[src/rtl/i3c_pkg.sv]
// Shared IBI types: final status codes, retry-sequencer states, attempt limit.
package i3c_pkg;

  typedef enum logic [1:0] {
    IBI_SUCCESS           = 2'b00,
    IBI_RETRIES_EXHAUSTED = 2'b01,
    IBI_ABORTED           = 2'b10
  } ibi_status_e;

  typedef enum logic [2:0] {
    IBI_IDLE,
    IBI_WAIT_BUS,
    IBI_START,
    IBI_WAIT_RESULT,
    IBI_BACKOFF,
    IBI_REPORT
  } ibi_retry_state_e;

  // retry_num max 7 plus the first attempt
  localparam int unsigned IbiMaxAttempts = 8;

endpackage

[src/rtl/ibi_backoff_timer.sv]
// Load/count-down/expire counter that spaces IBI retries by Cycles clocks.
module ibi_backoff_timer #(
  parameter int unsigned Cycles = 16
) (
  input  logic i_clk,
  input  logic i_rst,
  input  logic i_load,
  input  logic i_en,
  output logic o_expired
);

  localparam int unsigned CntW = (Cycles < 2) ? 1 : $clog2(Cycles + 1);

  logic [CntW-1:0] r_cnt;

  always_ff @(posedge i_clk or posedge i_rst) begin
    if (i_rst) begin
      r_cnt <= '0;
    end else if (i_load) begin
      r_cnt <= CntW'(Cycles);
    end else if (i_en && (r_cnt != '0)) begin
      r_cnt <= r_cnt - 1'b1;
    end
  end

  assign o_expired = (r_cnt == '0);

endmodule

[src/rtl/ibi_retry_ctrl.sv]
// IBI retry sequencer: accept, wait for bus, start, retry on NACK/arb loss, report.
// Optional retry backoff counter enabled by defining IBI_RETRY_BACKOFF_EN.
module ibi_retry_ctrl
  import i3c_pkg::*;
#(
  parameter int unsigned BackoffCycles = 16
) (
  input  logic       clk_i,
  input  logic       rst_i,
  input  logic       ibi_enable_i,
  input  logic [2:0] ibi_retry_num_i,
  input  logic [6:0] target_ibi_addr_i,
  input  logic       target_ibi_addr_valid_i,
  input  logic       ibi_req_valid_i,
  output logic       ibi_req_ready_o,
  input  logic       bus_available_i,
  output logic       ibi_start_o,
  output logic [6:0] ibi_addr_o,
  input  logic       ibi_ack_i,
  input  logic       ibi_nack_i,
  input  logic       arb_lost_i,
  output logic       ibi_status_valid_o,
  output logic [1:0] ibi_status_o,
  output logic [3:0] ibi_attempts_o
);

  localparam int unsigned AttW = $clog2(IbiMaxAttempts + 1);

  ibi_retry_state_e r_state;
  logic [6:0]       r_addr;
  logic [2:0]       r_retry_num;
  logic [AttW-1:0]  r_attempts;
  logic [AttW-1:0]  r_attempts_o;
  logic             r_start;
  logic             r_status_valid;
  ibi_status_e      r_status;
  logic             w_fail;
  logic             w_bo_done;

  assign ibi_req_ready_o = ~rst_i & (r_state == IBI_IDLE) & ibi_enable_i & target_ibi_addr_valid_i;
  assign w_fail          = ibi_nack_i | arb_lost_i;

`ifdef IBI_RETRY_BACKOFF_EN
  logic w_bo_en;
  logic w_bo_load;

  // Reloaded in every other state, so entry and abort both start from a full count
  assign w_bo_en   = (r_state == IBI_BACKOFF);
  assign w_bo_load = ~w_bo_en;

  ibi_backoff_timer #(
    .Cycles(BackoffCycles)
  ) u_backoff (
    .i_clk    (clk_i),
    .i_rst    (rst_i),
    .i_load   (w_bo_load),
    .i_en     (w_bo_en),
    .o_expired(w_bo_done)
  );
`else
  logic w_unused_backoff;
  assign w_unused_backoff = |BackoffCycles;
  assign w_bo_done        = 1'b1;
`endif

  always_ff @(posedge clk_i or posedge rst_i) begin
    if (rst_i) begin
      r_state        <= IBI_IDLE;
      r_addr         <= '0;
      r_retry_num    <= '0;
      r_attempts     <= '0;
      r_attempts_o   <= '0;
      r_start        <= 1'b0;
      r_status_valid <= 1'b0;
      r_status       <= IBI_SUCCESS;
    end else begin
      r_start        <= 1'b0;
      r_status_valid <= 1'b0;
      case (r_state)
        IBI_IDLE: begin
          if (ibi_req_valid_i && ibi_req_ready_o) begin
            r_addr      <= target_ibi_addr_i;
            r_retry_num <= ibi_retry_num_i;
            r_attempts  <= '0;
            r_state     <= IBI_WAIT_BUS;
          end
        end
        IBI_WAIT_BUS: begin
          if (!ibi_enable_i) begin
            r_state <= IBI_REPORT; r_status_valid <= 1'b1;
            r_status <= IBI_ABORTED; r_attempts_o <= r_attempts;
          end else if (bus_available_i) begin
            // Start pulse and attempt count are registered together on entry to START
            r_state    <= IBI_START;
            r_start    <= 1'b1;
            r_attempts <= r_attempts + 1'b1;
          end
        end
        IBI_START: begin
          r_state <= IBI_WAIT_RESULT;
        end
        IBI_WAIT_RESULT: begin
          if (ibi_ack_i) begin
            r_state <= IBI_REPORT; r_status_valid <= 1'b1;
            r_status <= IBI_SUCCESS; r_attempts_o <= r_attempts;
          end else if (w_fail) begin
            if (r_attempts > AttW'(r_retry_num)) begin
              r_state <= IBI_REPORT; r_status_valid <= 1'b1;
              r_status <= IBI_RETRIES_EXHAUSTED; r_attempts_o <= r_attempts;
            end else if (!ibi_enable_i) begin
              r_state <= IBI_REPORT; r_status_valid <= 1'b1;
              r_status <= IBI_ABORTED; r_attempts_o <= r_attempts;
            end else begin
              r_state <= IBI_BACKOFF;
            end
          end
        end
        IBI_BACKOFF: begin
          if (!ibi_enable_i) begin
            r_state <= IBI_REPORT; r_status_valid <= 1'b1;
            r_status <= IBI_ABORTED; r_attempts_o <= r_attempts;
          end else if (w_bo_done) begin
            r_state <= IBI_WAIT_BUS;
          end
        end
        IBI_REPORT: begin
          r_state <= IBI_IDLE;
        end
        default: begin
          r_state <= IBI_IDLE;
        end
      endcase
    end
  end

  assign ibi_start_o        = r_start;
  assign ibi_addr_o         = r_addr;
  assign ibi_status_valid_o = r_status_valid;
  assign ibi_status_o       = r_status;
  assign ibi_attempts_o     = r_attempts_o;

endmodule

[config.mk]
export PLATFORM = sky130hd
export DESIGN_NAME = ibi_retry_ctrl
export DESIGN_NICKNAME = d
export VERILOG_FILES = /design/src/rtl/i3c_pkg.sv /design/src/rtl/ibi_backoff_timer.sv /design/src/rtl/ibi_retry_ctrl.sv
export SDC_FILE = /design/constraint.sdc
export NUM_CORES = 1
export LEC_CHECK = 0
export CORE_MARGIN = 10
export CORE_UTILIZATION = 44
export DETAILED_ROUTE_END_ITERATION = 10
export GPL_TIMING_DRIVEN = 0
export PLACE_DENSITY = 0.73
export SLEW_MARGIN = 20
export SYNTH_ARGS = -nofsm -noshare
export SYNTH_HDL_FRONTEND = slang
export SYNTH_SLANG_ARGS = --single-unit
[constraint.sdc]
create_clock -name clk_i -period 2.58 [get_ports clk_i]
set_input_delay 0.516 -clock clk_i [delete_from_list [all_inputs] [get_ports clk_i]]
set_output_delay 0.516 -clock clk_i [all_outputs]
set_load 0.01 [all_outputs]
==> out/results.ini, run 1 <==
[synth]
synth_area_sq_um=1210
async_reset_ff_share_pct=100
synth_seq_cells=25
syn-instance-count=103
synth_edf_count=0
ys.warnings.count=0
synth_adder_area_share_pct=4.13
synth_fp_nets=126
synth_ff_type=dfrtp_1
synth_xor_area_share_pct=2.17
synth.area.mux_share_pct=15.2
syn_area_per_cell_sq_um=11.8
synth.distinct_cells=31
synth_compound_area_share_pct=8.67
ys_seq_area_share_pct=51.6
synth-simple-area-share_pct=12.7
synth_top_family_by_area=multiplexers

[sta]
worst_pin_slew_ns=0.601
hold_violations=0
timing.fmax_ghz=0.400
period_minus_slack_ns=2.50
setup-tns-final_ns=0
rsz0062_at_grt=no
final-setup-viol-count=0
finalCritPeriodShare_pct=96.9
finalClockSkew_ns=0.00549
maxSlewViolCount=0
maxSlewHeadroom_pct=59.7

[routing]
vias_per_cell=5.18
drt-total-wl_um=2720
dr_total_vias=897
dr.first_iter.drc_count=19
drt_pass1_iterations=4
ant_nets=0
drc=0
post_drt_wl_per_cell_um=15.7

[clock_tree]
cts.sinks=25
numCtsBuffers=3
holdBufCountCts=0
path_clk_slew_ns=0.14
cts_tree=done
clk-insertion-delay-late_ns=0.32
htree_levels=1
clockBufferDepth=2
root_buffer=clkbuf_4

[final_layout]
multi_input_area_sq_um=519
regArea_sq_um=626
antennaDiodeCount=0
nets=167
synthToLayoutAreaGrowth_pct=35.2
layout.cells.non_filler=173
post_route_cells_drive_above_1_share_pct=16.1
final_cell_mix=clkdlybuf4s50_1 (33), dfrtp_1 (25), mux2_1 (10), nand2_1 (7), inv_1 (6)
final_common_cell=clkdlybuf4s50_1
fillers=209

[global_route]
grt_start_max_net_pins=16
grt_antenna_before_repair=0
grt_pass1_wl_um=4430
grt_pass1_vias=939
overflow=0
track_usage_pct=10.4

[worst_setup_path]
crit_path_end_kind=output pin
cp.required_ns=2.06
cp-start-kind=input port
worstPathArrival_ns=1.98
reg2reg_from=r_attempts[1]
cp_max_fo=7
worstSetupPathType=input port to output pin
rr_worst_depth=6
startpoint=ibi_enable_i

[die]
ios=35
rows=18
fp.dieArea_sq_um=5250
die_y_um=72.5
die_w_um=72.5
start_util_pct=47.6
core_area_sq_um=2540

[worst_hold_path]
hp-class=input port to async pin

[pwr]
power.density_nw_per_um2=1110
ir_drop_mv=0.734
leakagePower_nw=0.728

[outcome]
status=completed

[placement]
hpwl_um=2130
dpl.cell_count=167
port_buffers=34
gp_routability_congestion=0.799

[run]
maxCapViolCount=0

worst paths after layout:
check / end / slack (ns)
max: ibi_req_ready_o / 0.08
min: r_attempts[2] / 0.31
max reg2reg: ibi_attempts_o[3] / 0.43
min reg2reg: ibi_addr_o[6] / 0.51
max in group asynchronous: ibi_addr_o[0] / 1.93
min in group clk_i: ibi_addr_o[6] / 0.51
timing repair:
action                                 4_1_cts  5_1_grt
gates cloned                                 1        0
endpoints found under the hold margin        0        0
gates resized for setup                      1        1
setup buffers                                1        0
setup endpoints to repair                    1        1
synthesized netlist by cell type, types with 3 or more instances:
| cell | number | share of area [%] |
|---|---|---|
| a21oi_1 | 4 | 1.7 |
| a31oi_1 | 3 | 1.5 |
| buf_2 | 3 | 1.2 |
| dfrtp_1 | 25 | 52 |
| ha_1 | 4 | 4.1 |
| inv_1 | 7 | 2.2 |
| mux2_1 | 10 | 9.3 |
| mux2_4 | 4 | 5.0 |
| nand2_1 | 7 | 2.2 |
| nor2_1 | 4 | 1.2 |
| nor3_1 | 4 | 1.7 |
| or3_1 | 4 | 2.1 |
cells by family after synthesis:
group,after synthesis
xor+xnor,3
simple gates,28
flops,25
compound gates,15
mux,15
fa+ha+maj,4
buf+inv,13
flip-flops by register name (all words and copies together), names as in the netlist:
register	count
ibi_attempts_o	4
ibi_start_o	1
ibi_status_valid_o	1
ibi_status_o	2
ibi_addr_o	7
r_state	3
r_retry_num	3
r_attempts	4
critical path, stage by stage:
cell	delay, ns
clkdlybuf4s50_1	0.57
and4_1	0.20
buf_2	0.15
clkdlybuf4s50_1	0.55
metrics by stage:
stage	power [mW]	hold WS, ns	instance area, sq um	util [%]	worst slack (ns)
final	1.81	0.313	1640	64.4	0.0804
after global routing	1.97	0.309	1640	64.4	0.0105
after CTS	1.84	0.517	1640	64.3	0.0254
after detailed placement	1.66	0.484	1590	62.5	-0.638
after global placement	1.62	0.475	1590	62.5	-0.623
after floorplan	1.29	0.464	1210	-	0.382
cell type report:
cell class / count / area share, %
sequential: 25 / 38.2
multi-input combinational: 65 / 31.7
timing repair buffer: 35 / 21.4
buffer: 6 / 2.52
tap: 30 / 2.29
inverter: 7 / 1.83
clock buffer: 3 / 1.37
clock inverter: 1 / 0.458
timing repair inverter: 1 / 0.305
power breakdown:
part	internal [mW]	total [mW]	switching [mW]
clock network	0.0592	0.176	0.117
registers	0.572	0.681	0.109
logic	0.540	0.958	0.418
metal layers:
layer / wire (um) / share of wire (%) / global-route usage, %
met5: 0 / 0 / 0
met4: 12 / 0.44 / 3.16
met2: 1280 / 47 / 16.0
met3: 269 / 9.9 / 4.90
met1: 1160 / 43 / 12.5
(Power assumes the default switching activity.)
==> run 2, diff against run 1 <==
Settings changed: SLEW_MARGIN 20 to 25.
==> results of run 2 <==
No change in the layout: final DEF, timing and power equal those of run 1.
==> patch 1, RTL diff (flow settings as in run 1) <==
Add an input register stage for `target_ibi_addr_i` and `target_ibi_addr_valid_i`; this delays them by one clock. The other inputs are not delayed to match.
--- a/src/rtl/ibi_retry_ctrl.sv
+++ b/src/rtl/ibi_retry_ctrl.sv
@@ -26,6 +26,14 @@
 
   localparam int unsigned AttW = $clog2(IbiMaxAttempts + 1);
 
+  logic [6:0] target_ibi_addr_q;
+  logic target_ibi_addr_valid_q;
+
+  always_ff @(posedge clk_i) begin
+    target_ibi_addr_q       <= target_ibi_addr_i;
+    target_ibi_addr_valid_q <= target_ibi_addr_valid_i;
+  end
+
   ibi_retry_state_e r_state;
   logic [6:0]       r_addr;
   logic [2:0]       r_retry_num;
@@ -37,7 +45,7 @@
   logic             w_fail;
   logic             w_bo_done;
 
-  assign ibi_req_ready_o = ~rst_i & (r_state == IBI_IDLE) & ibi_enable_i & target_ibi_addr_valid_i;
+  assign ibi_req_ready_o = ~rst_i & (r_state == IBI_IDLE) & ibi_enable_i & target_ibi_addr_valid_q;
   assign w_fail          = ibi_nack_i | arb_lost_i;
 
 `ifdef IBI_RETRY_BACKOFF_EN
@@ -79,7 +87,7 @@
       case (r_state)
         IBI_IDLE: begin
           if (ibi_req_valid_i && ibi_req_ready_o) begin
-            r_addr      <= target_ibi_addr_i;
+            r_addr      <= target_ibi_addr_q;
             r_retry_num <= ibi_retry_num_i;
             r_attempts  <= '0;
             r_state     <= IBI_WAIT_BUS;
Check against the original RTL: not equivalent (Yosys sat finds a counterexample within 4 cycles, from zero or initial values and one cycle with rst_i high).
==> patch 1 against run 1 <==
Design area increased by 15%; synthesized cell count increased by 15%; core utilization decreased by 3.1 points; fmax increased by 0.69%; global-route usage about the same; via count increased by 14%; wire length increased by 4.7%; setup slack improved by 17 ps; worst hold slack improved by 140 ps; synthesized area increased by 18%; non-clock buffer count decreased by 3; sequential cell count increased by 8; die area increased by 13%; power increased by 9.4%; critical path type unchanged; largest cell class unchanged; largest power group unchanged.
==> patch 1: results (changes against run 1) <==
Layout
  • Final #Nets: 181 (+8.4%)
  • Proportion of layout cells with a drive suffix above 1: 0.1384 (-0.02247)
  • N_diodes: 0 (unchanged)
  • Filler instances: 267 (+28%)

Synthesis
  • Compound-cell area share of the yosys netlist: 0.1089 (+0.02220)
  • Syn_nets: 141 (+12%)
  • Ranking of synthesized cells by area: dfrtp_1 (44%), dfxtp_1 (11%), mux2_1 (6.3%), mux2_4 (4.2%), ha_1 (3.5%)
  • Yosys warns: 0 (unchanged)
  • Adder-Cell Fraction of Synth Area: 0.03484 (-0.006436)
  • Post-Synth XOR/XNOR Area: 0.01220 (-0.009477)
  • Commonest cells post-synth: dfrtp_1 (25), dfxtp_1 (8), mux2_1 (8), nor2_1 (8)
  • Register area share after synthesis: 0.5470 (+0.03104)
  • Proportion of synthesized area in mux cells: 0.1193 (-0.03236)
  • Number of distinct library cells after synthesis: 44 (+42%)
  • FFs w/ async S/R, synth: 0.7576 (-0.2424)

Timing
  • Max transition margin: 0.3743 (-0.2229)
  • Clk_skew: 8.541 ps (+3.047 ps)

Placed design
  • Dpl hpwl: 2261 um (+6.1%)
  • IO Port Bufs: 33 (-2.9%)
  • GP Congestion: 0.8319 (+4.1%)

Routing
  • Metal2 WL: 1434 um (+12%)
  • Via density: 5.034 (-2.9%)
  • Metal3 WL: 177 um (-34%)
  • Iter 0 DRT Violations: 36 (+17)
  • Wl on met1: 1196 um (+2.9%)
  • DRT Pass-1 Iters: 4 (unchanged)
  • Post-Route WL: 2849 um (+4.7%)
  • Uppermost layer routed: met4

Global routing
  • Grt met3 use: 0.04895 (about the same)
  • Largest net degree at the start of global routing: 26 (+10)
  • Total GRT Usage: 0.1037 (-0.0001359)
  • Initial antenna violation count: 0 (unchanged)
  • Vias in the first global route: 1108 (+18%)
  • Met1 GRT Util: 0.1100 (-0.01523)
  • First-pass GRT wire length: 5009 um (+13%)
  • Met2 usage: 0.1672 (+0.006874)

Worst setup path
  • Crit Reg-Reg Startpoint: r_state[0]
  • Crit-path max FO: 2 (-5)
  • Critical Path AT: 1970 ps
  • Worst setup startpoint: rst_i

Clock tree
  • H-tree lvl count: 2 (+1)
  • Clk buf depth: 2 (unchanged)
  • TritonCTS buffer count: 5 (+2)
  • Worst skew pair latency: 320 ps (about the same)
  • Clk slew on worst S/H paths: 80 ps (-60 ps)
  • Postcts setup bufs: 0 (-1)
  • Root Driver: clkbuf_4

Min path
  • Hold path start: target_ibi_addr_q[3]
  • Tightest Hold Check Type: reg2reg

Power
  • Leakage power: 0.8446 nW (+16%)
  • Peak supply drop: 0.0005203 V (-29%)

Outcome
  • Run status: finished, final reports clean
==> patch 1: repair_timing <==
action                     4_1_cts  5_1_grt
setup endpoints to repair        0        1
hold buffers                     0        0
resized for setup                0        1
==> patch 1: critical path: stages <==
cell	delay (ps)
clkdlybuf4s50_1	440
nor4bb_2	310
and2_1	170
clkdlybuf4s50_1	540
==> patch 1: path summary, 6_finish.rpt <==
path	end	slack, ps	depth (start not counted)
worst max register to register	ibi_addr_o[0]	690	5
min in group asynchronous	r_attempts[2]	770	2
worst max-delay path	ibi_req_ready_o	100	4
worst min register to register	ibi_addr_o[3]	450	1
worst min-delay path	ibi_addr_o[3]	450	1
max in group asynchronous	ibi_attempts_o[3]	1240	2
==> patch 1: cell families after synthesis <==
logic type / after synthesis
adder cells (fa/ha/maj): 4
AO/OA/AOI/OAI: 20
XOR/XNOR: 2
AND/OR/NAND/NOR: 34
multiplexers: 14
buffers and inverters: 11
flip-flops: 33
==> patch 1: stage by stage <==
| step | util | instance area [um^2] | instances | worst slack [ps] |
|---|---|---|---|---|
| after CTS | 0.6110 | 1881 | 203 | 68.63 |
| after floorplan | - | 1436 | 118 | 810.7 |
| after global routing | 0.6130 | 1887 | 203 | 32.52 |
| after global placement | 0.5919 | 1822 | 195 | 121.2 |
| final | 0.6130 | 1887 | 203 | 97.48 |
| after detailed placement | 0.5919 | 1822 | 195 | 68.63 |
==> patch 1: where the power goes <==
group          total, mW  leakage [nW]  internal [mW]  switching [mW]
Sequential         0.800         0.383          0.685           0.115
Combinational      0.899         0.429          0.490           0.409
Clock              0.287        0.0326          0.134           0.152
==> patch 1: area by class of cell <==
class,instances,area share
Buffer,5,0.01790
Clock buffer,8,0.03117
Inverter,6,0.01194
Multi-Input combinational cell,74,0.3183
Sequential cell,33,0.4164
Tap cell,44,0.02918
Timing Repair Buffer,33,0.1751
==> patch 2, RTL diff (settings of run 1) <==
Without the edit above. Add a define of `IBI_RETRY_BACKOFF_EN`.
--- a/src/rtl/ibi_retry_ctrl.sv
+++ b/src/rtl/ibi_retry_ctrl.sv
@@ -1,5 +1,7 @@
 // IBI retry sequencer: accept, wait for bus, start, retry on NACK/arb loss, report.
 // Optional retry backoff counter enabled by defining IBI_RETRY_BACKOFF_EN.
+`define IBI_RETRY_BACKOFF_EN
+
 module ibi_retry_ctrl
   import i3c_pkg::*;
 #(
Function: changed (Yosys sat finds a counterexample within 10 cycles, from zero or initial values and one cycle with rst_i high).
==> patch 2 against run 1 <==
Die area up 17%; sequential cell count up 5; setup slack better by 66 ps; design area up 23%; wire length up 25%; synthesized area up 24%; power up 15%; synthesized cell count up 39%; sequential power up 13%; register-to-register slack better by 210 ps; cell count up 34%; critical path type is now reg2out; critical endpoint unchanged; largest power group unchanged; highest routed layer unchanged.
==> patch 2: results (changes against run 1) <==
Synthesis
  • Yosys warns: 0 (unchanged)
  • Syn_area_per_cell: 10.54 um^2 (-10%)
  • Register area share after synthesis: 0.4979 (-0.01807)
  • Commonest cells post-synth: dfrtp_1 (30), inv_1 (14), nor2_1 (12)
  • Syn_nets: 168 (+33%)
  • Ranking of synthesized cells by area: dfrtp_1 (50%), mux2_2 (6.7%), ha_1 (5.0%), inv_1 (3.5%), mux2_1 (3.0%)
  • Number of distinct library cells after synthesis: 39 (+26%)

Power
  • Clk. pwr: 298 uW (+69%)
  • Leakage power: 0.9177 nW (+26%)
  • Overall Power: 2.083 mW (+15%)
  • Net switching power: 769.6 uW (+20%)
  • P_comb: 1.01 mW (+5%)
  • Peak supply drop: 0.0005408 V (-26%)

Placed design
  • Dpl cells: 223 (+34%)
  • Placed instance area: 1906 um^2 (+20%)
  • DP Worst Slack: -246.8 ps (+391.0 ps)
  • Dpl hpwl: 2589 um (+22%)
  • GP Congestion: 0.7480 (-6.4%)

Layout
  • Filler instances: 307 (+47%)
  • Final #Nets: 210 (+26%)
  • Final Non-Filler Cells: 232 (+34%)
  • Proportion of layout cells with a drive suffix above 1: 0.1398 (-0.02105)

Clock tree
  • Clk slew on worst S/H paths: 100 ps (-40 ps)
  • TritonCTS buffer count: 5 (+2)
  • Resized Gates After CTS: 3 (+2)
  • H-tree lvl count: 2 (+1)
  • Worst skew pair latency: between 300 and 400 ps
  • Postcts setup bufs: 0 (-1)
  • Clk buf depth: 2 (unchanged)

Global routing
  • Largest net degree at the start of global routing: 32 (+16)
  • First-pass GRT wire length: 5940 um (+34%)
  • Total GRT Usage: 0.1176 (+0.01374)
  • Vias in the first global route: 1341 (+43%)
  • Met1 GRT Util: 0.1202 (-0.005012)
  • Met2 usage: 0.2007 (+0.04031)
  • Initial antenna violation count: 0 (unchanged)
  • Grt met3 use: 0.06378 (+0.01480)

Worst setup path
  • FF-to-FF End: ibi_attempts_o[0]
  • Critical Path AT: 1920 ps (-60 ps)
  • Largest stage delay, worst path: 530 ps (-40 ps)
  • Reg2Reg Depth: 5 (-1)
  • Worst setup startpoint: r_state[0]
  • Critical path class: reg2out
  • Register-to-Register Setup Slack: 640 ps (+210 ps)
  • Crit-path max FO: 9 (+2)
  • Crit Reg-Reg Startpoint: r_state[1]

Routing
  • Drt wl/cell: 14.69 um (-6.6%)
  • Metal3 WL: 325 um (+21%)
  • Metal2 WL: 1661 um (+30%)
  • Via count: 1196 (+33%)
  • Wl on met1: 1388 um (+19%)
  • Iter 0 DRT Violations: 91 (+72)

Timing
  • Min Tclk post-route: 2434 ps (-65.91 ps)
  • Max transition margin: 0.5835 (-0.01374)
  • Clk_skew: 9.131 ps (+3.637 ps)
  • Min Hold Slack: 198.8 ps (-114.2 ps)

Outcome
  • Run status: finished, final reports clean
## patch 2: layout make-up
type,count,area (um^2),share of cell area
clock inverter,2,12.51,0.006200
sequential,30,750.7,0.3720
timing repair buffer,34,342.8,0.1699
inverter,14,78.83,0.03906
tap,46,57.56,0.02852
multi-input combinational,95,695.7,0.3447
clock buffer,6,51.30,0.02542
timing repair inverter,1,8.758,0.004340
buffer,4,20.02,0.009919
## patch 2: logic make-up (layout without fill, tap and decap cells)
logic type	after synthesis	after routing	share of synthesized area
flip-flops	30	30	0.4979
multiplexers	13	13	0.09710
buffers and inverters	18	61	0.04813
AO/OA/AOI/OAI	24	24	0.1120
AND/OR/NAND/NOR	51	51	0.1892
XOR/XNOR	1	1	0.005810
adder cells (fa/ha/maj)	6	6	0.04979
## patch 2: critical path, delay by kind of cell (launching register included)
kind                   cells  cell delay, ps
and+or+nand+nor            2             470
buffers and inverters      2             750
DFF                        1             370
